**src/rtl/paralelo_serial.sv**
```systemverilog
// Purpose: byte-to-bit serializer, MSB first, with a comma preamble after reset and comma idle fill.
// Latency: a byte accepted on load edge E drives data_out with bit7 after E through bit0 after E+7.
// Backpressure: ready pulses once per 8-clock byte slot; a byte missing from that slot becomes a comma.
//
// Ports:
//   clk_32f   in   bit clock, one serial bit per rising edge
//   reset     in   synchronous, active-high
//   data_in   in   [7:0] parallel byte offered for transmission
//   valid_in  in   data_in holds a valid byte (sampled only on load edges)
//   data_out  out  registered serial bit, MSB first
//   ready     out  high for the one cycle per byte slot in which a byte is accepted
//   active    out  registered, high once the comma preamble has been sent
module paralelo_serial #(
  parameter int         SYNC_COUNT = 4,
  parameter logic [7:0] COMMA      = 8'hBC
) (
  input  logic       clk_32f,
  input  logic       reset,
  input  logic [7:0] data_in,
  input  logic       valid_in,
  output logic       data_out,
  output logic       ready,
  output logic       active
);

  localparam logic [0:0] ST_SYNC = 1'b0;
  localparam logic [0:0] ST_DATA = 1'b1;

  // Sync counter value on the load edge that sends the last preamble comma.
  localparam logic [3:0] SYNC_LAST = 4'(SYNC_COUNT - 1);

  logic [0:0] state;
  logic [2:0] bit_cnt;   // index of the bit currently on data_out, 0 = MSB
  logic [7:0] shreg;
  logic [3:0] sync_cnt;
  logic [7:0] next_byte;
  logic       load_edge;

  // bit_cnt resets to 7 so the first edge after reset is already a load edge.
  assign load_edge = (bit_cnt == 3'd7);

  // Only DATA state looks at the input; everything else sends a comma.
  always_comb begin
    next_byte = COMMA;
    if (state == ST_DATA && valid_in) begin
      next_byte = data_in;
    end
  end

  always_ff @(posedge clk_32f) begin
    if (reset) begin
      state    <= ST_SYNC;
      bit_cnt  <= 3'd7;
      shreg    <= 8'h00;
      sync_cnt <= 4'd0;
      data_out <= 1'b0;
      active   <= 1'b0;
    end else if (load_edge) begin
      shreg    <= next_byte;
      data_out <= next_byte[7];
      bit_cnt  <= 3'd0;
      // Counter only advances during the preamble, so it stops at SYNC_COUNT.
      if (state == ST_SYNC) begin
        sync_cnt <= sync_cnt + 4'd1;
        if (sync_cnt == SYNC_LAST) begin
          state  <= ST_DATA;
          active <= 1'b1;
        end
      end
    end else begin
      // Rotate rather than shift so the register always holds the whole byte;
      // bit 6 is the next bit to go out.
      data_out <= shreg[6];
      shreg    <= {shreg[6:0], shreg[7]};
      bit_cnt  <= bit_cnt + 3'd1;
    end
  end

  assign ready = (state == ST_DATA) && load_edge;

endmodule

```
**config.mk**
```make
export PLATFORM = sky130hd
export DESIGN_NAME = paralelo_serial
export DESIGN_NICKNAME = d
export VERILOG_FILES = /design/src/rtl/paralelo_serial.sv
export SDC_FILE = /design/constraint.sdc
export NUM_CORES = 1
export LEC_CHECK = 0
export CORE_MARGIN = 2
export CORE_UTILIZATION = 30
export CTS_BUF_LIST = sky130_fd_sc_hd__clkbuf_4 sky130_fd_sc_hd__clkbuf_8
export DETAILED_ROUTE_END_ITERATION = 8
export MAX_ROUTING_LAYER = met4
export PLACE_DENSITY = 0.57
export SLEW_MARGIN = 10
export SYNTH_ARGS = -nofsm -noshare
export SYNTH_HDL_FRONTEND = slang
export SYNTH_SLANG_ARGS = --single-unit
```
**constraint.sdc**
```tcl
create_clock -name clk_32f -period 3.7 [get_ports clk_32f]
set_input_delay 0.555 -clock clk_32f [delete_from_list [all_inputs] [get_ports clk_32f]]
set_output_delay 0.555 -clock clk_32f [all_outputs]
set_load 0.005 [all_outputs]
```
# Word level (Yosys, flattened, before mapping)
# Cells that the tools add are included.
totals:
  elab_cells: 21
  mem_bits_ro: 0
  latch_bits: 0
  memories: 0
  register_bits: 18
  out_inout_bits: 3
  in_bits: 11
  ramBits: 0
op_classes:
  shift: 0
  n_reduce_logical: 4
  n_mul: 0
  bitwise_logic: 1
  muxes: 6
  n_lt_le_gt_ge: 0
  addsub: 2
  eq_ne: 2
  div_mod_pow: 0
op_table:
  columns: ["operator", "n"]
  rows:
  - ["$mux 8", 2]
  - ["$add 4x1->4 const B", 1]
  - ["$eq 4x2->1 const B", 1]
  - ["$add 3x1->3 const B", 1]
  - ["$eq 3x3->1 const B", 1]
  - ["$mux 1", 3]
  - ["$mux 3", 1]
  - ["$reduce_and 3->1", 1]
  - ["$logic_and 1x1->1", 2]
  - ["$reduce_and 2->1", 1]
  - ["$not 1->1", 1]

# Longest topological paths before layout
# Gate-level depths: netlist (run 1).
depth:
  depth_word: 3
  depth_mapped: 6
  ltp_nobuf: 5

# Worst setup path before layout (run 1)
# OpenSTA, ideal clock, no wires.
synth_timing:
  kind: "reg2out"
  startpoint: "register bit_cnt[0]"
  endpoint: "output port ready"
  path_slack_ns: 2.154
  path_buffers: 1
  arrival_ns: 0.991
  stages_incl_launch_ff: 5
  required_ns: 3.145
  cell_sequence: "dfxtp_1 -> ha_1 -> ha_1 -> buf_2 -> and2_1"
synth_between:
  elab_chain_len: 2
synth_lines:
  columns: ["item", "line", "rtl"]
  rows:
  - ["start: declaration", "33", "logic [2:0] bit_cnt;"]
  - ["start signal: assignment", "75", "bit_cnt <= bit_cnt + 3'd1;"]
  - ["$eq 3x3->1", "40", "assign load_edge = (bit_cnt == 3'd7);"]
  - ["$logic_and 1x1->1", "79", "assign ready = (state == ST_DATA) && load_edge;"]
  - ["end: declaration", "22", "output logic ready,"]
# Every way passes these cells.

# Final worst setup path (run 1)
# Same ends and word-level chain as after synthesis.

==> impl_results.md, run 1 <==
* Synth top area cells: dfxtp_1, nor2_1, a211oi_1, ha_1, nand4_1
* Largest net degree at the start of global routing at 22
* Global route overflow at 0
* Fin cells at 112
* Global placer's final weighted congestion at 0.6951
* Most frequent CP cell: ha_1
* Clock Tree Buf Depth at 2
* Skew-Pair Late Insertion Delay at 0.28 ns
* CTS tree: done
* Leakage at 0.3237 nW
* Full die area at 0.002625 mm2
* Power Total at 0.4125 mW
* Hold-fix buffers at CTS at 0
* Worst slew pin tran at 0.6108 ns
* Final worst path period need at 2.315 ns
* Post-cts repair resize count at 0
* Hold_ws at 0.4410 ns
* # DRC at 0
* Post-synth top area share at 50.84%
* Largest family of logic cells by synthesized area: simple AND/OR/NAND/NOR gates
* #FFs+latches synth at 17
* Max incr delay on CP at 0.43 ns
* Fraction of power spent switching nets at 27.03%
* Hold Violations, Final at 0
* Height of the die at 51.24 um
* Post-synthesis cell type count at 21
* Logic pwr share at 23.2%
* DR pass1 iterations at 3
* H-tree Lvls at 1
* Slew headroom at 59.15%
* Setup violations, final at 0
* Pre-CTS setup slack at 1.688 ns
* Total number of vias at 506
* Simple-Gate Fraction of Synth Area at 23.55%
* Maximum fanout along the worst path at 21
* Yosys top cell by area: dfxtp_1
* Area delta synth->final at 27.10%
* Worst-path clk slew at 0.09 ns
* Via density at 4.518
* Period utilization at 62.57%
* Slew Viols, Final at 0
* Max Freq at 431.9 MHz
* Psw at 0.1115 mW
* Nets at 99
* Sequential cell area at 340.3 um2
* Share of power burned in registers at 53.6%
* Crit path max-delay family: buffers and inverters
* Critical path launch point type: flop
* DR WL/cell at 10.28 um
* DP Area at 823.3 um2
* Worst path cell trace: ha_1, ha_1, buf_4, and2_1, clkdlybuf4s50_1
* Critical Path RT at 3.14 ns
* Cell count after synthesis at 70
* Mux cell area share after synthesis at 3.738%
* # port buffers at 13
* # fillers at 234
* Syn_nets at 84
* Inst Count DP at 108
* Fin worst setup slack at 1.385 ns
* Fin Setup TNS at 0 ns
* Max cap viols at 0
* Antenna violations before repair at 0
* Setup Buffers After CTS at 0
* Mean Syn Cell Area at 9.563 um2
* Rows at 17
* Critical path buffers and inverters at 2
* CTS Buf Count at 3
* CORE AREA at 0.002170 mm2
* Yosys warnings at 0
* Worst hold path class: reg2reg
* Status: complete, no violations
* Post-synthesis compound-gate area fraction at 10.84%
* Worst Path Arrival at 1.76 ns
* RSZ-0062 raised after global routing: no
* Slowest-stage cell, CP: clkdlybuf4s50_1
* Clock Skew at 0.003263 ns
* PwrDens at 484.9 mW/mm2
* Layout Utilization at 39.22%
* Antenna-violating nets left at 0
* Vias in the first global route at 456
* Top Ports at 14
* DP Wirelength at 776.4 um
* Area share of xor/xnor cells in the synthesized design at 2.617%
* Clock sinks at 17
* Starting Density at 30.85%
* N_diodes at 0
* Cell area after synthesis at 669.4 um2
* Global Route Usage Sum at 10.00%
* Final wirelength at 1.151 mm
* Die X at 51.24 um
* Internal power at 0.3010 mW
* Share of cells above drive strength 1 at 10.71%
* Design area at 850.8 um2
* Multi-input logic area at 310.3 um2
* Post-synthesis sequential area ratio at 50.84%
* Worst VDD drop at 0.2099 mV
* DRT iter0 DRCs at 5
* Crit path kind: reg2out
* First-pass GRT wire length at 1.938 mm
* Post-synthesis adder-cell area fraction at 5.607%
* Clock share of power at 23.2%
* Root buf cell: clkbuf_4
* Worst Setup End Kind: primary output
## synthesized netlist by cell type (all sizes together)
| cell | number |
|---|---|
| clkbuf | 1 |
| ha | 3 |
| buf | 3 |
| mux2i | 1 |
| a211oi | 5 |
| nand4 | 4 |
| nor2 | 17 |
| nand2 | 1 |
| xnor2 | 1 |
| or2 | 2 |
| xor2 | 1 |
| nand3b | 1 |
| a21oi | 3 |
| dfxtp | 17 |
| mux2 | 1 |
| a31oi | 2 |
| and2 | 1 |
| nand2b | 3 |
| nor2b | 2 |
| o21bai | 1 |
## power groups by stage
stage	Combinational, mW	Sequential (mW)	Clock [mW]
final	0.0959	0.221	0.0957
after global routing	0.109	0.223	0.106
after CTS	0.0978	0.221	0.102
after detailed placement	0.0971	0.226	0
after global placement	0.0947	0.225	0
after floorplan	0.0699	0.224	0
## placed cells by master, fill, tap and decap left out, drive strengths merged, types with 2 or more instances in the layout
cell           Yosys  layout
a211oi             5       5
clkdlybuf4s50      0      13
a21oi              3       3
nand2b             3       3
clkbuf             1       3
or2                2       2
nand4              4       4
nor2b              2       2
nor2              17      17
a31oi              2       2
ha                 3       3
dfxtp             17      17
## area by class of cell
cell class	count	area share, %
multi-input cells	49	36.47
clock inverters	1	0.5882
clock buffers	3	2.647
well taps	28	4.118
repair buffers	14	16.18
flip-flops and latches	17	40.00
## worst paths after layout
kind	from	endpoint	slack, ns	depth (start not counted)
hold / removal	bit_cnt[0]	bit_cnt[0]	0.44	1
setup / recovery	bit_cnt[0]	ready	1.38	5
hold reg to reg	bit_cnt[0]	bit_cnt[0]	0.44	1
setup reg to reg	bit_cnt[0]	sync_cnt[3]	2.08	6
## routing by layer
metal	GRT usage, %	part of all wire (%)	wire [um]
met1	13.32	51	588
met2	14.50	43	498
met3	2.632	5.6	65
met4	3.947	0	0
met5	-	0	0
## flip-flops by register name (all words and copies together) (netlist names)
register  count
active        1
bit_cnt       3
data_out      1
shreg         7
state         1
sync_cnt      4
## cells by family (layout without fill, tap and decap cells)
logic type               count (synthesis)  count (layout)
XOR/XNOR                                 2               2
buffers and inverters                    4              18
AO/OA/AOI/OAI                           11              11
multiplexers                             2               2
AND/OR/NAND/NOR                         31              31
adder cells (fa/ha/maj)                  3               3
flip-flops                              17              17
No activity file was read; power rests on OpenSTA's default activity.
==> inputs of run 2 (changes only) <==
--- a/config.mk
+++ b/config.mk
@@ -10,7 +10,7 @@
 export CTS_BUF_LIST = sky130_fd_sc_hd__clkbuf_4 sky130_fd_sc_hd__clkbuf_8
 export DETAILED_ROUTE_END_ITERATION = 8
 export MAX_ROUTING_LAYER = met4
-export PLACE_DENSITY = 0.57
+export PLACE_DENSITY = 0.59
 export SLEW_MARGIN = 10
 export SYNTH_ARGS = -nofsm -noshare
 export SYNTH_HDL_FRONTEND = slang
==> constraint.sdc (replaced) <==
create_clock -name clk_32f -period 2 [get_ports clk_32f]
set_input_delay 0.3 -clock clk_32f [delete_from_list [all_inputs] [get_ports clk_32f]]
set_output_delay 0.3 -clock clk_32f [all_outputs]
set_load 0.005 [all_outputs]
==> impl_results.md, run 2 (synthesis gave the netlist of run 1 again) <==
* Status: complete, no violations
* R2r endpoint: sync_cnt[3]
* RSZ-0062 raised after global routing: no
* CORE AREA at 0.002170 mm2 (unchanged)
* Worst-path clk slew at 0.10 ns (about the same)
* Clock Tree Buf Depth at 2 (unchanged)
* # fillers at 230 (-1.7%)
* Final wirelength at 1.210 mm (+5.1%)
* # port buffers at 13 (unchanged)
* Vias in the first global route at 469 (+2.9%)
* Critical path launch point type: flop
* Max cap viols at 0 (unchanged)
* First-pass GRT wire length at 2.021 mm (+4.3%)
* Skew-Pair Late Insertion Delay at 0.28 ns (about the same)
* H-tree Lvls at 1 (unchanged)
* Min-delay src: bit_cnt[0]
* Worst Path Arrival at 1.58 ns (-0.18 ns)
* Final worst path period need at 1.876 ns
* Total number of vias at 498 (-1.6%)
* Die X at 51.24 um (unchanged)
* Leakage at 0.3284 nW (+1.4%)
* Slew headroom at 71.11% (+12 points)
* Multi-input logic area at 325.3 um2 (+4.8%)
* Worst Setup End Kind: primary output
* Worst hold path class: reg2reg
* DRT iter0 DRCs at 4 (-1)
* Crit path kind: reg2out
* Full die area at 0.002625 mm2 (unchanged)
* Setup Buffers After CTS at 0 (unchanged)
* Height of the die at 51.24 um (unchanged)
* Slew Viols, Final at 0 (unchanged)
* Clock sinks at 17 (unchanged)
* Antenna-violating nets left at 0 (unchanged)
* Period utilization at 93.80%
* Most frequent cells in the layout: nor2_1, dfxtp_1, clkdlybuf4s50_1
* Rows at 17 (unchanged)
* # DRC at 0 (unchanged)
* Worst VDD drop at 0.5064 mV (+140%)
* PwrDens at 910.8 mW/mm2 (+88%)
* Reg2reg start: bit_cnt[1]
* Commonest non-fill, non-tap cell in the layout: nor2_1
* Nets at 100 (+1.0%)
* Biggest register: shreg
* CTS Buf Count at 3 (unchanged)
* Global placer's final weighted congestion at 0.6858 (-1.3%)
* Biggest regs: shreg x7, sync_cnt x4, bit_cnt x3
* Starting Density at 30.85% (unchanged)
* Root buf cell: clkbuf_4
* DR WL/cell at 10.71 um (+4.2%)
* Global Route Usage Sum at 10.73% (+0.73 points)
* Power Total at 0.7989 mW (+94%)
* Share of cells above drive strength 1 at 15.29% (+4.6 points)
* Global route overflow at 0 (unchanged)
* DP Wirelength at 845.2 um (+8.9%)
* Area delta synth->final at 31.03%
* Max Freq at 533.1 MHz
* Clock Skew at 0.006752 ns (+0.003489 ns)
* Hold path endpoint: bit_cnt[0]
* Top Ports at 14 (unchanged)
* FF-to-FF setup slack at 0.56 ns (-1.52 ns)
* Setup violations, final at 0 (unchanged)
* N_diodes at 0 (unchanged)
* Reg2Reg Depth at 5 (-1)
* Hold Path Stages at 1 (unchanged)
* Via density at 4.407 (-2.5%)
* Sequential cell area at 341.6 um2 (+0.37%)
* Maximum fanout along the worst path at 6 (-71%)
* CTS tree: done
* Largest register FFs at 7 (unchanged)
* Largest net degree at the start of global routing at 17 (-23%)
* Antenna violations before repair at 0 (unchanged)
* DR pass1 iterations at 3 (unchanged)
* Critical Path RT at 1.70 ns (-1.44 ns)
* Worst slew pin tran at 0.4320 ns (-0.1789 ns)
* Fin Setup TNS at 0 ns (unchanged)
* Hold Violations, Final at 0 (unchanged)
-- run 2: where the power goes --
| group | internal (mW) | switching, mW |
|---|---|---|
| sequential | 0.388 | 0.0258 |
| clock | 0.0909 | 0.101 |
| combinational | 0.108 | 0.0840 |
| total | 0.588 | 0.211 |
-- run 2: area by class of cell --
class | count | area share [%]
clock buffers | 4 | 3.424
multi-input cells | 49 | 37.09
flip-flops and latches | 17 | 38.94
well taps | 28 | 3.994
repair buffers | 15 | 16.55
-- run 2: timing repair --
item | CTS | global route
gates resized for setup | 0 | 4
setup endpoints to repair | 0 | 1
hold buffers | 0 | 0
-- run 2: worst max-delay path by stage --
stage | from | end | slack (ns) | depth (start not counted)
floorplan | bit_cnt[0] | sync_cnt[3] | 0.68 | 5
global placement | bit_cnt[0] | ready | 0.37 | 4
detailed placement | bit_cnt[0] | ready | 0.33 | 4
CTS | bit_cnt[0] | ready | 0.02 | 4
global route | bit_cnt[0] | ready | 0.01 | 4
finish | bit_cnt[1] | ready | 0.12 | 4
-- run 2: layer usage --
metal  up-vias  track usage (%)  share of wire [%]
li1        270                -                  -
met1       213            13.74                 51
met2        13            14.94                 41
met3         2            5.556                7.0
met4         0            2.632               0.66
met5         -                -                  0
-- run 2: worst max-delay path, cell delays in order, from the launching register on --
cell and delay (ns):
dfxtp_1 0.33, ha_2 0.18, ha_4 0.16, and2_1 0.12, clkdlybuf4s50_1 0.50
-- run 2: metrics by stage --
step	utilization (%)	instance area, um2	std cells	hold WS [ns]	worst slack, ns
6_report	40.43	877.1	113	0.4235	0.1241
3_5_place_dp	38.29	830.8	109	0.4335	0.3329
5_1_grt	40.43	877.1	113	0.4543	0.01423
4_1_cts	39.68	860.8	113	0.4473	0.01652
3_3_place_gp	38.29	830.8	109	0.4222	0.3722
2_1_floorplan	-	669.4	70	0.4128	0.6774
==> inputs of run 3 (changes only) <==
--- a/config.mk
+++ b/config.mk
@@ -5,12 +5,13 @@
 export SDC_FILE = /design/constraint.sdc
 export NUM_CORES = 1
 export LEC_CHECK = 0
-export CORE_MARGIN = 2
+export CORE_MARGIN = 1
 export CORE_UTILIZATION = 30
 export CTS_BUF_LIST = sky130_fd_sc_hd__clkbuf_4 sky130_fd_sc_hd__clkbuf_8
 export DETAILED_ROUTE_END_ITERATION = 8
 export MAX_ROUTING_LAYER = met4
 export PLACE_DENSITY = 0.59
+export RECOVER_POWER = 25
 export SLEW_MARGIN = 10
 export SYNTH_ARGS = -nofsm -noshare
 export SYNTH_HDL_FRONTEND = slang
==> impl_results.md, run 3 (synthesis gave the netlist of run 1 again) <==
* Critical path launch point type: flop
* Worst Path Arrival at 1.61 ns (+0.03 ns)
* H-tree Lvls at 1 (unchanged)
* # port buffers at 13 (unchanged)
* Post-cts repair resize count at 0 (unchanged)
* Largest net degree at the start of global routing at 17 (unchanged)
* Fin Setup TNS at 0 ns (unchanged)
* Slew headroom at 70.75% (-0.36 points)
* Largest register FFs at 7 (unchanged)
* Total number of vias at 515 (+3.4%)
* Clock sinks at 17 (unchanged)
* Share of cells above drive strength 1 at 12.94% (-2.4 points)
* Biggest register: shreg
* DRT iter0 DRCs at 2 (-2)
* Pre-CTS setup slack at 0.3342 ns (+0.001356 ns)
* Skew-Pair Late Insertion Delay at 0.29 ns (about the same)
* Clock Skew at 0.007187 ns (+0.0004349 ns)
* Leakage at 0.3293 nW (+0.29%)
* Worst VDD drop at 0.6926 mV (+37%)
* Full die area at 0.002424 mm2 (-7.7%)
* Setup Buffers After CTS at 0 (unchanged)
* Final worst path period need at 1.913 ns (+0.03715 ns)
* Nets at 100 (unchanged)
* Slew Viols, Final at 0 (unchanged)
* Setup violations, final at 0 (unchanged)
* Clock Tree Buf Depth at 2 (unchanged)
* Worst hold path class: reg2reg
* Area delta synth->final at 29.91%
* RSZ-0062 raised after global routing: no
* Worst Setup End Kind: primary output
* Worst-path clk slew at 0.09 ns (about the same)
* # DRC at 0 (unchanged)
* Crit path kind: reg2out
* First-pass GRT wire length at 1.973 mm (-2.4%)
* DR WL/cell at 10.62 um (-0.86%)
* Antenna-violating nets left at 0 (unchanged)
* Global placer's final weighted congestion at 0.7405 (+8.0%)
* DP Wirelength at 833.8 um (-1.3%)
* Top Ports at 14 (unchanged)
* CTS tree: done
* Via density at 4.598 (+4.3%)
* Fin worst setup slack at 0.08694 ns (-0.03715 ns)
* Critical Path RT at 1.70 ns (about the same)
* Die X at 49.24 um (-3.9%)
* Status: complete, no violations
* Period utilization at 95.65% (+1.9 points)
* Hold Violations, Final at 0 (unchanged)
* CTS Buf Count at 3 (unchanged)
* Starting Density at 33.11% (+2.3 points)
* Biggest regs: shreg x7, sync_cnt x4, bit_cnt x3
* Height of the die at 49.24 um (-3.9%)
* Max cap viols at 0 (unchanged)
* # fillers at 207 (-10%)
* Vias in the first global route at 477 (+1.7%)
* Hold-fix buffers at CTS at 0 (unchanged)
* DR pass1 iterations at 3 (unchanged)
* Most frequent cells in the layout: nor2_1, dfxtp_1, clkdlybuf4s50_1
* Max Freq at 522.7 MHz (-1.9%)
* N_diodes at 0 (unchanged)
* Global Route Usage Sum at 10.94% (+0.21 points)
* Rows at 16 (-1)
* Global route overflow at 0 (unchanged)
* Worst slew pin tran at 0.4372 ns (+0.005281 ns)
* Root buf cell: clkbuf_4
* Maximum fanout along the worst path at 6 (unchanged)
* Final wirelength at 1.189 mm (-1.7%)
* PwrDens at 904.1 mW/mm2 (-0.74%)
* Antenna violations before repair at 0 (unchanged)
* CORE AREA at 0.002022 mm2 (-6.8%)
[run 3: changes by cell type in the layout (fill, tap and decap cells not counted), sizes merged]
cell and change:
clkinv +1, clkdlybuf4s50 -1, clkbuf -1, dlygate4sd3 +1
[run 3: area by class of cell]
type	count	area, um2	share of cell area (%)
repair buffers	15	145.1	16.69
multi-input cells	49	322.8	37.12
clock buffers	3	22.52	2.590
well taps	27	33.78	3.885
clock inverters	1	5.005	0.5755
flip-flops and latches	17	340.3	39.14
[run 3: path summary, 6_finish.rpt]
| check | startpoint | endpoint | slack [ns] | cells after the start |
|---|---|---|---|---|
| worst min-delay path | bit_cnt[0] | bit_cnt[0] | 0.44 | 1 |
| worst max register to register | bit_cnt[0] | sync_cnt[3] | 0.55 | 5 |
| worst max-delay path | bit_cnt[0] | ready | 0.09 | 4 |
| worst min register to register | bit_cnt[0] | bit_cnt[0] | 0.44 | 1 |
[run 3: critical path, cell delays in order (launching register included)]
cell	delay, ns
dfxtp_1	0.34
ha_1	0.20
ha_4	0.17
and2_1	0.12
clkdlybuf4s50_1	0.49
[run 3: per-layer routing]
| metal | vias up | global-route usage, % | share of wire, % |
|---|---|---|---|
| met3 | 0 | 5.919 | 5.0 |
| li1 | 271 | - | - |
| met1 | 233 | 12.52 | 49 |
| met5 | - | - | 0 |
| met2 | 11 | 17.12 | 46 |
| met4 | 0 | 1.471 | 0 |
[run 3: where the power goes]
group	leakage, nW	internal [mW]	switching (mW)
clock network	0.0177	0.0743	0.108
logic	0.172	0.107	0.0848
registers	0.140	0.388	0.0247
total	0.329	0.569	0.218
[run 3: per-stage QoR]
step / area [um2] / cells / hold slack [ns] / util (%) / power, mW
finish: 869.6 / 112 / 0.4431 / 43.01 / 0.7862
global route: 869.6 / 112 / 0.4616 / 43.01 / 0.8503
CTS: 857.1 / 112 / 0.4518 / 42.39 / 0.7859
detailed placement: 829.5 / 108 / 0.4376 / 41.03 / 0.6002
global placement: 829.5 / 108 / 0.4241 / 41.03 / 0.5964
floorplan: 669.4 / 70 / 0.4128 / - / 0.5430
